===== src/rtl/round_checker_second_ticker.sv =====
// Free-running sub-second counter for the round countdown.
// tick is high on the last count of each second while enabled.
module second_ticker #(
  parameter int TICKS_PER_SEC = 50000000
) (
  input  logic clock,
  input  logic reset,
  input  logic clear,
  input  logic enable,
  output logic tick
);

  localparam int CW = (TICKS_PER_SEC > 1) ? $clog2(TICKS_PER_SEC) : 1;
  localparam logic [CW-1:0] LAST = CW'(TICKS_PER_SEC - 1);

  logic [CW-1:0] cnt_reg;

  assign tick = enable && (cnt_reg == LAST);

  always_ff @(posedge clock) begin
    if (!reset) begin
      cnt_reg <= '0;
    end else if (clear) begin
      cnt_reg <= '0;
    end else if (enable) begin
      cnt_reg <= tick ? '0 : cnt_reg + 1'b1;
    end
  end

endmodule


===== config.mk =====
export PLATFORM = sky130hd
export DESIGN_NAME = second_ticker
export DESIGN_NICKNAME = d
export VERILOG_FILES = /design/src/rtl/round_checker_second_ticker.sv
export SDC_FILE = /design/constraint.sdc
export NUM_CORES = 1
export LEC_CHECK = 0
export CORE_ASPECT_RATIO = 0.75
export CORE_MARGIN = 3
export CORE_UTILIZATION = 58
export CTS_CLUSTER_SIZE = 12
export DETAILED_ROUTE_END_ITERATION = 7
export PLACE_DENSITY = 0.77
export SYNTH_ARGS = -nofsm -noshare
export SYNTH_HDL_FRONTEND = slang
export SYNTH_SLANG_ARGS = --single-unit

===== constraint.sdc =====
create_clock -name clock -period 2.7 [get_ports clock]
set_input_delay 0.54 -clock clock [delete_from_list [all_inputs] [get_ports clock]]
set_output_delay 0.54 -clock clock [all_outputs]
set_load 0.01 [all_outputs]

After elaboration in Yosys (flattened, before gate mapping):

Cells that the tools add are included.

* memory bits (read-only): 0
* register bits: 26
* bits in latches: 0
* memories: 0
* bits in writable memories: 0

* $lt $le $gt $ge: 0
* reduce and logical (&&, ||, !) cells: 2
* multiplexer cells: 1
* equal/unequal tests: 1
* shift operators: 0
* bitwise logic cells: 1
* div/mod/pow operators: 0
* add/sub/neg operators: 1
* multipliers: 0

Operators by type and width (count)
* $add A26 B1 Y26 const B: 1
* $eq A26 B26 Y1 const B: 1
* $mux W26: 1
* $reduce_or A2 Y1: 1
* $logic_and A1 B1 Y1: 1
* $not A1 Y1: 1

Depth between registers and ports, before layout:

* depth in word-level cells: 3
* depth in mapped cells: 7
* depth with buffers taken out: 5

Least setup slack after synthesis:

No wires, ideal clock.

* path kind: input to register
* start: input enable
* end: register cnt_reg[20]
* buffers on the path: 2
* arrival time: 2015 ps
* stages: 6
* slack: 615 ps
* setup time: 70 ps
* data required time: 2630 ps
* cell sequence: buf_4 -> nand4_1 -> or4_1 -> buf_2 -> or4_1 -> a21oi_1

* cells in the longest elaborated chain, start to end: 2

RTL lines
* start, declared: line 9 `input logic enable,`
* $logic_and A1 B1 Y1: line 18 `assign tick = enable && (cnt_reg == LAST);`
* $mux W26: line 26 `cnt_reg <= tick ? '0 : cnt_reg + 1'b1;`
* end signal, assigned: line 26
* end, declared: line 16 `logic [CW-1:0] cnt_reg;`

Parallel ways exist; a longest one is shown, timed or not.
A chain may end at the register's enable or synchronous reset.

Worst setup path in the final report:

* start: input enable
* end: output tick

* cells in the longest elaborated chain, start to end: 1

RTL lines
* $logic_and A1 B1 Y1: line 18
* end, declared: line 10 `output logic tick`

Every way passes these cells.

==> run metrics <==
clock latency on the worst-skew pair=0.32 ns; root buffer cell=clkbuf_4; largest net degree at the start of global routing=14; synthesized area=0.00125 mm²; first-pass GRT wire length=4250 µm; vias in the first global route=966; number of top-level pins=5; status=finished clean; number of hold violations in the final report=0; number of buffers created by CTS=3; number of DRC markers in iteration 0=81; Hold Path Sink=cnt_reg[25]; syn_nets=157; Total Power=0.564 mW; R2R Setup Slk=0.56 ns; final antenna-violating net count=0; diode count=0; clock skew=0.00488 ns; EDFF count, synth=0; H-tree depth=1; ratio of cells with drive above 1 in the final layout=0.0633; Chip Height=46.3 µm; max reg flops=26; post-synthesis register bit count=26; crit share post-route=0.954; Reg2Reg Capture Point=cnt_reg[20]; Initial Util=0.665; WHS Path Cells=2; kind of critical path=in -> out; post-route setup TNS=0 ns; Syn. warnings=0; Die Area=0.00276 mm²; maximum vdd drop=0.419 mV; Arr. time, crit path=2.04 ns; Avg Inst Size Synth=8.26 µm²; Synth Flop Type=dfxtp_1; clock slew at reported path FFs=0.13 ns; initial antenna violation count=0; Pleak=0.419 nW; Layout area overhead=8.97%; R2R Path Start=cnt_reg[0]; Hold Path Origin=cnt_reg[25]; count of pins over their slew limit=0; actual slew at the worst max-slew pin=0.375 ns; HP Class=reg -> reg; # clock sinks=26; Setup-failing EPs final=0; nets=165; # port buffers=4; f_max=388 MHz; die width=59.7 µm; crit start category=input pin; wire per inst=13.6 µm; Final GP Congestion=0.836; Core Region=0.00189 mm²; Async SR Flop Fraction=0; dpl hpwl=1820 µm; Total GRT Usage=0.209; DRT Wirelength=2450 µm; worst rel slew slack=0.749; number of max-cap violations=0; Setup crit end kind=primary output; post-synthesis sequential area ratio=0.415; power density over the cells=413 mW/mm²; CTS tree=built; Pre-antenna DRT Iters=4; Core Rows=13; fin crit period=2.58 ns; Worst Reg-to-Reg Cells=5; total gr overflow=0; RSZ-0062 raised after global routing=false; DR vias=1132; DRC viols=0; Worst Path Required=2.16 ns; vias per cell=6.29; CP max FO=3; Cells after Synth=152; clock tree buffer depth=2; Unique masters post-synth=26
## cell families (layout without fill, tap and decap cells)
family | count (synthesis) | in the layout | share of synthesized area
AND/OR/NAND/NOR | 78 | 78 | 0.348
AO/OA/AOI/OAI | 27 | 27 | 0.116
flip-flops | 26 | 26 | 0.415
XOR/XNOR | 12 | 12 | 0.0838
buffers and inverters | 8 | 14 | 0.0279
adder cells (fa/ha/maj) | 1 | 1 | 0.00997
## through the flow
stage | utilization | area, µm² | hold WS (ns) | setup WS [ns] | instances
after CTS | 0.718 | 1360 | 0.494 | 0.113 | 180
after detailed placement | 0.706 | 1330 | 0.477 | 0.140 | 177
after floorplan | - | 1250 | 0.447 | 0.615 | 152
after global routing | 0.725 | 1370 | 0.517 | 0.0154 | 180
final | 0.725 | 1370 | 0.499 | 0.125 | 180
after global placement | 0.706 | 1330 | 0.460 | 0.153 | 177
## area by class of cell
| cell class | count | area [µm²] |
|---|---|---|
| multi-input cells | 118 | 712 |
| repair buffers | 9 | 77.6 |
| fillers | 154 | 519 |
| well taps | 22 | 27.5 |
| flip-flops and latches | 26 | 520 |
| inverters | 2 | 7.51 |
| clock buffers | 3 | 22.5 |
## layout by cell type, fill, tap and decap left out, drive strengths merged
cell | Yosys | layout
nand3 | 9 | 9
ha | 1 | 1
o31ai | 4 | 4
a21oi | 12 | 12
nor4b | 2 | 2
nor2b | 1 | 1
nor2 | 14 | 14
and4 | 4 | 4
xnor2 | 3 | 3
clkbuf | 4 | 3
nand2b | 1 | 1
and2 | 1 | 1
nor3 | 2 | 2
nand3b | 3 | 3
clkdlybuf4s50 | 0 | 4
buf | 2 | 5
inv | 2 | 2
xor2 | 9 | 9
or4 | 7 | 7
or3 | 6 | 6
and3 | 6 | 6
o21ai | 11 | 11
nand4 | 10 | 10
dfxtp | 26 | 26
nand2 | 12 | 12
## Yosys cell counts (3+ instances only)
library cell	n	area, µm²
xnor2_1	3	26.3
or3_1	6	37.5
nand2_1	12	45.0
o31ai_1	4	30.0
dfxtp_1	26	521
a21oi_1	12	60.1
nor2_1	14	52.6
o21ai_0	10	50.1
nand3_1	9	45.0
nand4_1	10	62.6
and3_1	6	37.5
or4_1	7	52.6
and4_1	4	35.0
clkbuf_1	4	15.0
nand3b_1	3	22.5
xor2_1	9	78.8
## critical path, cell delays in order
cell and delay, ns:
clkdlybuf4s50_1 0.50, and4_1 0.22, nand4_1 0.12, nor2_1 0.11
clkdlybuf4s50_1 0.54
## repair_timing
item                                    CTS  global route
buffers inserted                          0             0
gates resized for setup                   0             2
endpoints found under the setup margin    0             1
hold endpoints to repair                  0             0
hold buffers                              0             0
## report_power, final
part	switching [mW]	internal (mW)
Clock	0.107	0.0524
Combinational	0.00997	0.00910
Sequential	0.00147	0.385
## routing by layer
layer / track usage / vias up / wire length (µm)
met5: 0 / - / 0
met4: 0.0398 / 0 / 13
met3: 0.0672 / 2 / 156
met2: 0.319 / 28 / 1010
met1: 0.289 / 524 / 1270
li1: - / 578 / -
## worst max-delay path by stage
stage	from	endpoint	slack, ns
detailed placement	enable	tick	0.14
floorplan	enable	cnt_reg[20]	0.61
CTS	cnt_reg[0]	tick	0.11
global route	cnt_reg[0]	tick	0.02
global placement	enable	tick	0.15
finish	enable	tick	0.12
Power figures use the tool's default switching activity.
